File: src/rtl/rv32imf_apu_core_pkg.sv
// +----------------------------------------------------------------------+
// | rv32imf_apu_core_pkg: shared types for the APU dispatch path.         |
// | Rev 1.0                                                              |
// +----------------------------------------------------------------------+
`default_nettype none

package rv32imf_apu_core_pkg;

    localparam int APU_DISP_DEPTH  = 4;
    localparam int APU_DISP_ADDR_W = 6;

    typedef enum logic [1:0] {
        LAT_ADDMUL  = 2'd0,
        LAT_DIVSQRT = 2'd1,
        LAT_NONCOMP = 2'd2,
        LAT_CONV    = 2'd3
    } lat_class_e;

    typedef struct packed {
        logic [APU_DISP_ADDR_W-1:0] waddr;
        lat_class_e                 lat_class;
    } apu_disp_entry_t;

endpackage

`default_nettype wire

File: src/rtl/rv32imf_apu_disp_fifo.sv
// +----------------------------------------------------------------------+
// | rv32imf_apu_disp_fifo: in-order pointer FIFO exposing every entry.    |
// | Rev 1.0                                                              |
// +----------------------------------------------------------------------+
`default_nettype none

module rv32imf_apu_disp_fifo #(
    parameter int DEPTH = 4,
    parameter int ENT_W = 8
) (
    input  logic                          clk_i,
    input  logic                          rst_i,
    input  logic                          push_i,
    input  logic                          pop_i,
    input  logic [ENT_W-1:0]              push_data_i,
    output logic [ENT_W-1:0]              head_o,
    output logic [DEPTH-1:0][ENT_W-1:0]   entries_o,
    output logic [DEPTH-1:0]              valid_o,
    output logic [$clog2(DEPTH):0]        count_o
);

    localparam int PTR_W = $clog2(DEPTH);
    localparam int CNT_W = PTR_W + 1;

    logic [DEPTH-1:0][ENT_W-1:0] mem_q;
    logic [PTR_W-1:0]            head_q, head_d;
    logic [PTR_W-1:0]            tail_q, tail_d;
    logic [CNT_W-1:0]            count_q, count_d;

    always_comb begin
        head_d  = head_q;
        tail_d  = tail_q;
        count_d = count_q;
        if (push_i) tail_d = tail_q + 1'b1;
        if (pop_i)  head_d = head_q + 1'b1;
        if (push_i && !pop_i)      count_d = count_q + 1'b1;
        else if (pop_i && !push_i) count_d = count_q - 1'b1;
    end

    always_ff @(posedge clk_i or posedge rst_i) begin
        if (rst_i) begin
            mem_q   <= '0;
            head_q  <= '0;
            tail_q  <= '0;
            count_q <= '0;
        end else begin
            if (push_i) mem_q[tail_q] <= push_data_i;
            head_q  <= head_d;
            tail_q  <= tail_d;
            count_q <= count_d;
        end
    end

    // An entry is live when its distance from head is below the occupancy.
    for (genvar i = 0; i < DEPTH; i++) begin : g_valid
        logic [PTR_W-1:0] w_off;
        assign w_off      = PTR_W'(i) - head_q;
        assign valid_o[i] = ({1'b0, w_off} < count_q);
    end

    assign head_o    = mem_q[head_q];
    assign entries_o = mem_q;
    assign count_o   = count_q;

endmodule

`default_nettype wire

File: src/rtl/rv32imf_apu_disp.sv
// +----------------------------------------------------------------------+
// | rv32imf_apu_disp: hazard/class-gated APU dispatch with WB pairing.    |
// | Rev 1.0                                                              |
// +----------------------------------------------------------------------+
`default_nettype none

module rv32imf_apu_disp
    import rv32imf_apu_core_pkg::*;
#(
    parameter int DEPTH  = APU_DISP_DEPTH,
    parameter int ADDR_W = APU_DISP_ADDR_W,
    parameter int LAT_W  = 2
) (
    input  logic                clk_i,
    input  logic                rst_i,
    input  logic                req_i,
    input  logic [LAT_W-1:0]    lat_class_i,
    input  logic [ADDR_W-1:0]   waddr_i,
    input  logic [3*ADDR_W-1:0] raddr_i,
    input  logic [2:0]          raddr_valid_i,
    output logic                ready_o,
    output logic                apu_req_o,
    input  logic                apu_gnt_i,
    input  logic                apu_rvalid_i,
    output logic                wb_valid_o,
    output logic [ADDR_W-1:0]   wb_waddr_o,
    output logic                busy_o,
    output logic                err_o
);

    localparam int CNT_W = $clog2(DEPTH) + 1;
    localparam int ENT_W = ADDR_W + LAT_W;

    logic [ENT_W-1:0]            head;
    logic [DEPTH-1:0][ENT_W-1:0] entries;
    logic [DEPTH-1:0]            entry_valid;
    logic [CNT_W-1:0]            count;
    logic [LAT_W-1:0]            last_class_q;
    logic                        err_q;
    logic                        hazard, full, class_conflict, blocked, pop, nonempty;
    logic [(DEPTH+1)*LAT_W-1:0]  unused_lat;

    rv32imf_apu_disp_fifo #(
        .DEPTH (DEPTH),
        .ENT_W (ENT_W)
    ) u_fifo (
        .clk_i       (clk_i),
        .rst_i       (rst_i),
        .push_i      (ready_o),
        .pop_i       (pop),
        .push_data_i ({waddr_i, lat_class_i}),
        .head_o      (head),
        .entries_o   (entries),
        .valid_o     (entry_valid),
        .count_o     (count)
    );

    // RAW on any valid source or WAW on the destination against every live entry.
    always_comb begin
        hazard     = 1'b0;
        unused_lat = {head[LAT_W-1:0], {(DEPTH*LAT_W){1'b0}}};
        for (int i = 0; i < DEPTH; i++) begin
            unused_lat[i*LAT_W +: LAT_W] = entries[i][LAT_W-1:0];
            if (entry_valid[i]) begin
                if (entries[i][ENT_W-1:LAT_W] == waddr_i) hazard = 1'b1;
                for (int k = 0; k < 3; k++) begin
                    if (raddr_valid_i[k] &&
                        entries[i][ENT_W-1:LAT_W] == raddr_i[k*ADDR_W +: ADDR_W])
                        hazard = 1'b1;
                end
            end
        end
    end

    assign nonempty       = (count != '0);
    assign full           = (count == CNT_W'(DEPTH));
    assign class_conflict = nonempty && (lat_class_i != last_class_q);
    assign blocked        = full | hazard | class_conflict;

    assign apu_req_o  = req_i & ~blocked;
    assign ready_o    = apu_req_o & apu_gnt_i;
    assign pop        = apu_rvalid_i & nonempty;
    assign wb_valid_o = pop;
    assign wb_waddr_o = pop ? head[ENT_W-1:LAT_W] : '0;
    assign busy_o     = nonempty;
    assign err_o      = err_q;

    always_ff @(posedge clk_i or posedge rst_i) begin
        if (rst_i) begin
            last_class_q <= '0;
            err_q        <= 1'b0;
        end else begin
            if (ready_o) last_class_q <= lat_class_i;
            if (apu_rvalid_i && !nonempty) err_q <= 1'b1;
        end
    end

endmodule

`default_nettype wire

File: config.mk
export PLATFORM = sky130hd
export DESIGN_NAME = rv32imf_apu_disp
export DESIGN_NICKNAME = d
export VERILOG_FILES = /design/src/rtl/rv32imf_apu_core_pkg.sv /design/src/rtl/rv32imf_apu_disp_fifo.sv /design/src/rtl/rv32imf_apu_disp.sv
export SDC_FILE = /design/constraint.sdc
export NUM_CORES = 1
export LEC_CHECK = 0
export ABC_CLOCK_PERIOD_IN_PS = 5300
export CAP_MARGIN = 20
export CORE_ASPECT_RATIO = 1.25
export CORE_MARGIN = 2
export CORE_UTILIZATION = 60
export CTS_BUF_LIST = sky130_fd_sc_hd__clkbuf_4 sky130_fd_sc_hd__clkbuf_8
export CTS_CLUSTER_DIAMETER = 100
export DETAILED_ROUTE_END_ITERATION = 16
export GPL_TIMING_DRIVEN = 0
export HOLD_SLACK_MARGIN = 0.12
export PLACE_DENSITY = 0.94
export SLEW_MARGIN = 20
export SYNTH_ARGS = -nofsm -noshare
export SYNTH_HDL_FRONTEND = slang
export SYNTH_SLANG_ARGS = --single-unit
File: constraint.sdc
create_clock -name clk_i -period 5.3 [get_ports clk_i]
set_input_delay 0.53 -clock clk_i [delete_from_list [all_inputs] [get_ports clk_i]]
set_output_delay 0.53 -clock clk_i [all_outputs]
set_load 0.1 [all_outputs]
==> results of run 1 <==
## cell families (layout without fill, tap and decap cells)
kind of cell,after synthesis,in the layout,synth area share [%]
DFF,34,34,27.83
xor gates and xnor gates,105,105,30.09
and+or+nand+nor,57,57,11.58
buffers and inverters,48,92,8.391
adders and majority gates,10,10,4.339
AOI/OAI and AO/OA,11,11,3.029
muxes,34,34,14.74
## layer usage
metal  vias up  GRT usage (%)  wire (um)
li1       1090              -          -
met1      1180          36.48       3193
met2        87          48.40       3930
met3        30          6.748        418
met4         0          18.55        438
met5         -              0          0
## cell usage in the layout (no fill, tap or decap), types with 4 or more instances in the layout
master and count:
xnor2_1 58, xor2_1 47, clkdlybuf4s50_1 36, dfrtp_1 34, buf_2 27, mux2_2 24, nand4_1 16, nor4_1 14
inv_1 12, clkbuf_8 12, ha_1 9, mux4_2 6, and3_1 6, nor3_1 4, a21oi_1 4, nor2_1 4
nor3_2 4, mux2_1 4
## registers in the layout, indices dropped and copies added, names as in the netlist
signal,cells
u_fifo.entries_o,24
u_fifo.count_o,3
last_class_q,2
u_fifo.head_q,2
u_fifo.tail_q,2
err_o,1
## worst max-delay path by stage
stage,slack [ns],depth (start not counted),end
finish,0.80,9,ready_o
global route,0.56,9,ready_o
CTS,0.80,9,ready_o
detailed placement,0.90,7,ready_o
global placement,0.88,7,ready_o
floorplan,1.31,14,u_fifo.count_o[2]$_DFFE_PP0P_
## stage by stage
stage	cells	hold WS [ns]	total power, mW
6_report	405	0.4941	2.227
5_1_grt	405	0.5049	2.356
4_1_cts	405	0.4925	2.221
3_5_place_dp	397	0.4647	1.990
3_3_place_gp	397	0.4691	1.928
2_1_floorplan	299	0.5011	1.645
## power breakdown
part           total, mW  switching (mW)  leakage [nW]  internal (mW)
Combinational       1.56           0.925          1.04          0.633
Sequential         0.442          0.0590         0.416          0.383
Clock              0.227          0.0953        0.0575          0.131
## critical path, delay by kind of cell, from the launching register on
kind | cells | cell delay (ns)
flops | 1 | 0.36
fa+ha+maj | 1 | 0.31
buf+inv | 2 | 1.77
simple gates | 2 | 0.65
compound gates | 3 | 0.40
xor+xnor | 1 | 0.19
## area by class of cell
class	count	area [um^2]	share of cell area, %
inverters	13	48.80	1.354
flip-flops and latches	34	850.8	23.60
repair buffers	36	360.3	9.997
multi-input cells	217	1949	54.08
clock buffers	8	110.1	3.055
well taps	62	77.57	2.152
plain buffers	35	207.7	5.762
==> results.yml, run 1 <==
setup_path:
  cp.arrival_ns: 3.97
  crit_path_max_incr_delay_ns: 1.20
  reg2reg_slack_ns: 1.56
  worstSetupPathType: "reg -> out"
  path_cells: "clkbuf_1 > xnor2_1 > ha_1 > a21oi_1 > or2_2 > o41ai_2 > o221ai_2 > nor2_2 > clkdlybuf4s50_1"
  setup.worst_path.end_class: "output pin"
  slowest_stage: "clkdlybuf4s50_1"
  crit_path_start_kind: "flip-flop"
  worst_r2r_path_depth: 14
  crit_start: "u_fifo.head_q[0]$_DFFE_PP0P_"
  worst-path-max-fanout: 10
  r2r-end: "u_fifo.count_o[2]$_DFFE_PP0P_"
  reg2reg_from: "u_fifo.head_q[0]$_DFFE_PP0P_"
  required_ns: 4.77
layout:
  fin_nets: 386
  fin_util_pct: 71.99
  insertedDiodeCount: 0
  n_fill_cell: 371
  drive_above_1_share_pct: 23.91
  syn_to_final_growth_pct: 17.93
  final_area_mm2: 0.003605
synth:
  ys_seq_elements: 34
  ys_types: 31
  synth_area_per_cell_um2: 10.22
  yosys-top-cells-area: "dfrtp_1 28%, xnor2_1 17%, xor2_1 13%, mux2_2 8.8%, buf_2 4.4%"
  synth_area_mm2: 0.003057
  netlist_instances: 299
  synthesis.nets: 343
  yosysSeqAreaShare_pct: 27.83
  yosysMostFrequentCell: "xnor2_1"
  synth-edff-count: 0
  ys_top_cells_by_count: "58 x xnor2_1, 47 x xor2_1, 34 x dfrtp_1"
  yosys.area.top_type: "dfrtp_1"
  synthArstFlopShare_pct: 100.0
  ys.flop_type: "dfrtp_1"
  synth_top_area_share_pct: 27.83
  yosys_warnings: 0
detailed_routing:
  detail_route.first_pass.iterations: 4
  ant_nets: 0
  via_per_inst: 5.894
  via_count: 2387
  drtIter0Drc: 179
  wl_per_cell_um: 19.70
  routed_wl_um: 7980
  drc: 0
placement:
  finalWeightedCongestion: 0.9294
  io_buffers: 36
  dp_slack_ns: 0.8992
  dpl_cell_area_mm2: 0.003495
  hpwl_um: 6076
pwr:
  power_leakage_nw: 1.516
  power_density_mw_per_mm2: 617.8
  ir_worst_vdd_uv: 373.8
clocking:
  post_cts_buffers: 0
  cts_resized: 0
  postCtsHoldBufs: 0
  clk_latency_ns: 0.30
  cts_max_level: 2
  cts_root_buf: "clkbuf_8"
  cts.path.max_buffers: 2
  clock_sinks: 34
  clkTransAtPathRegs_ns: 0.07
  cts_buffers: 5
  cts_tree: "done"
hold_path:
  hold_depth: 1
  hp-start: "err_o$_DFFE_PP0P_"
  hold_path_end: "err_o$_DFFE_PP0P_"
  worstHoldPathType: "reg -> reg"
timing:
  fmax_mhz: 222.4
  hold_viol: 0
  max_slew.worst_pin.slew_ns: 0.9828
  skew_ns: 0.01143
  slew_violations: 0
  worst_slack_ns: 0.8038
  fin_setup_tns_ns: 0
  relSlewSlack_pct: 34.27
  rsz0062_at_grt: "false"
  setup_violations: 0
  final.min_clock_period_ns: 4.496
  finalCritPeriodShare_pct: 84.83
grt:
  antenna_found_initial: 0
  overflow: 0
  grt_max_degree: 35
  track_usage_pct: 30.42
  grt_pass1_wl_um: 12620
  grt_pass1_vias: 2516
floorplan:
  die_h_um: 83.80
  core_area_mm2: 0.005007
  fp.dieW_um: 67.84
  dieArea_mm2: 0.005685
  placementRows: 29
  start_util_pct: 61.04
  pin_count: 45
run:
  cap_violations: 0
status:
  outcome: "completed"
No activity file was read; power rests on OpenSTA's default activity.
==> run 2: changes to the inputs <==
--- a/config.mk
+++ b/config.mk
@@ -5,17 +5,17 @@
 export SDC_FILE = /design/constraint.sdc
 export NUM_CORES = 1
 export LEC_CHECK = 0
-export ABC_CLOCK_PERIOD_IN_PS = 5300
+export ABC_CLOCK_PERIOD_IN_PS = 4600
 export CAP_MARGIN = 20
 export CORE_ASPECT_RATIO = 1.25
 export CORE_MARGIN = 2
-export CORE_UTILIZATION = 60
+export CORE_UTILIZATION = 57
 export CTS_BUF_LIST = sky130_fd_sc_hd__clkbuf_4 sky130_fd_sc_hd__clkbuf_8
 export CTS_CLUSTER_DIAMETER = 100
 export DETAILED_ROUTE_END_ITERATION = 16
 export GPL_TIMING_DRIVEN = 0
 export HOLD_SLACK_MARGIN = 0.12
-export PLACE_DENSITY = 0.94
+export PLACE_DENSITY = 0.9
 export SLEW_MARGIN = 20
 export SYNTH_ARGS = -nofsm -noshare
 export SYNTH_HDL_FRONTEND = slang
==> constraint.sdc (replaced) <==
create_clock -name clk_i -period 4.6 [get_ports clk_i]
set_input_delay 0.46 -clock clk_i [delete_from_list [all_inputs] [get_ports clk_i]]
set_output_delay 0.46 -clock clk_i [all_outputs]
set_load 0.1 [all_outputs]
==> results.yml, run 2 (synthesized netlist as in run 1, its figures left out) <==
setup_path:
  worst-path-max-fanout: 10
  worst_r2r_path_depth: 14
  cp.arrival_ns: 3.66
  reg2reg_from: "u_fifo.head_q[0]$_DFFE_PP0P_"
  reg2reg_slack_ns: 0.99
  r2r-end: "u_fifo.count_o[2]$_DFFE_PP0P_"
  worstSetupPathType: "reg -> out"
  setup.worst_path.end_class: "output pin"
  required_ns: 4.14
  crit_path_start_kind: "flip-flop"
  cp-endpoint: "apu_req_o"
  crit_start: "u_fifo.head_q[0]$_DFFE_PP0P_"
clocking:
  clk_latency_ns: 0.30
  cts.path.max_buffers: 2
  clock_sinks: 34
  cts_tree: "done"
  postCtsHoldBufs: 0
  cts_root_buf: "clkbuf_8"
  post_cts_buffers: 0
  cts_max_level: 2
  clkTransAtPathRegs_ns: 0.07
  cts_buffers: 5
timing:
  hold_viol: 0
  max_slew.worst_pin.slew_ns: 0.9847
  holdWs_ns: 0.4808
  relSlewSlack_pct: 34.15
  slew_violations: 0
  fmax_mhz: 242.5
  final.min_clock_period_ns: 4.124
  finalCritPeriodShare_pct: 89.64
  rsz0062_at_grt: "false"
  setup_violations: 0
  fin_setup_tns_ns: 0
  skew_ns: 0.01501
floorplan:
  die_h_um: 85.88
  pin_count: 45
  fp.dieW_um: 69.50
  dieArea_mm2: 0.005968
  start_util_pct: 59.75
  placementRows: 29
  core_area_mm2: 0.005116
status:
  outcome: "completed"
pwr:
  clkPwrFrac_pct: 11.1
  intPower_mw: 1.344
  comb_power_share_pct: 68.9
  power_leakage_nw: 1.536
  ir_worst_vdd_uv: 469.1
  power_density_mw_per_mm2: 712.2
  switchingPower_mw: 1.227
  power_frac_seq_pct: 20.0
  sw_frac_of_total_pct: 47.72
placement:
  hpwl_um: 5817
  io_buffers: 36
  finalWeightedCongestion: 0.9773
detailed_routing:
  drtIter0Drc: 183
  via_per_inst: 5.931
  detail_route.first_pass.iterations: 4
  drc: 0
  ant_nets: 0
  via_count: 2402
  wl_per_cell_um: 18.90
  routed_wl_um: 7653
layout:
  fin_nets: 386
  final_common_cell: "xnor2_1"
  insertedDiodeCount: 0
  syn_to_final_growth_pct: 18.13
  final_cell_mix: "58 x xnor2_1, 47 x xor2_1, 35 x clkdlybuf4s50_1"
  largest_register_ffs: 24
  drive_above_1_share_pct: 23.91
grt:
  global_route.usage.met2_pct: 45.02
  globalRoute.busiestLayer: "met2"
  track_usage_pct: 26.90
  grt_max_degree: 35
  grt_util_met1_pct: 32.88
  overflow: 0
  antenna_found_initial: 0
  grt.met3_usage_pct: 5.170
  grt_pass1_vias: 2492
  grt_pass1_wl_um: 12340
hold_path:
  worstHoldPathType: "reg -> reg"
run:
  cap_violations: 0
[run 2: cell types whose count changed in the layout (fill, tap and decap cells not counted), sizes merged]
cell	delta
bufinv	+1
clkbuf	-1
clkdlybuf4s50	-1
dlymetal6s2s	+1
[run 2: what timing repair did]
item / in CTS / in global routing
gates resized for setup: 0 / 1
setup endpoints to repair: 0 / 1
hold endpoints to repair: 0 / 0
[run 2: per-stage QoR]
| step | setup WS, ns | power [mW] | instances | cell area [um^2] | util [%] |
|---|---|---|---|---|---|
| finish | 0.4765 | 2.572 | 405 | 3611 | 70.58 |
| global route | 0.2308 | 2.722 | 405 | 3611 | 70.58 |
| CTS | 0.2060 | 2.569 | 405 | 3608 | 70.53 |
| detailed placement | 0.3398 | 2.271 | 397 | 3495 | 68.31 |
| global placement | 0.3810 | 2.204 | 397 | 3495 | 68.31 |
| floorplan | 0.6147 | 1.896 | 299 | 3057 | - |
[run 2: layout make-up]
cell class | instances | area (um^2)
sequential | 34 | 850.8
clock inverter | 1 | 30.03
fill | 362 | 1505
buffer | 35 | 207.7
clock buffer | 7 | 83.83
multi-input combinational | 217 | 1949
timing repair buffer | 36 | 362.8
tap | 62 | 77.57
inverter | 13 | 48.80
[run 2: worst min-delay path by stage]
stage | from | endpoint | slack (ns) | cells past startpoint
final | err_o$_DFFE_PP0P_ | err_o$_DFFE_PP0P_ | 0.48 | 1
after CTS | err_o$_DFFE_PP0P_ | err_o$_DFFE_PP0P_ | 0.48 | 1
after floorplan | last_class_q[1]$_DFFE_PP0P_ | last_class_q[1]$_DFFE_PP0P_ | 0.50 | 1
after global routing | err_o$_DFFE_PP0P_ | err_o$_DFFE_PP0P_ | 0.52 | 1
after detailed placement | err_o$_DFFE_PP0P_ | err_o$_DFFE_PP0P_ | 0.47 | 1
after global placement | err_o$_DFFE_PP0P_ | err_o$_DFFE_PP0P_ | 0.46 | 1
[run 2: worst max-delay path: stages (launching register included)]
cell	delay, ns
dfrtp_1	0.36
clkbuf_1	0.53
xnor2_1	0.19
ha_1	0.31
a21oi_1	0.05
or2_2	0.28
o41ai_2	0.06
o221ai_2	0.26
nor2_1	0.18
clkdlybuf4s50_1	1.14
[run 2: power groups by stage]
| stage | clock [mW] | combinational (mW) | sequential, mW |
|---|---|---|---|
| 2_1_floorplan | 0 | 1.37 | 0.524 |
| 5_1_grt | 0.301 | 1.89 | 0.532 |
| 6_report | 0.285 | 1.77 | 0.515 |
| 3_3_place_gp | 0 | 1.70 | 0.507 |
| 3_5_place_dp | 0 | 1.75 | 0.519 |
| 4_1_cts | 0.289 | 1.77 | 0.514 |
[run 2: layer usage]
layer / routed length, um / up-vias
met1: 3012 / 1188
met5: 0 / -
met4: 276 / 0
met2: 3896 / 97
li1: - / 1092
met3: 468 / 25
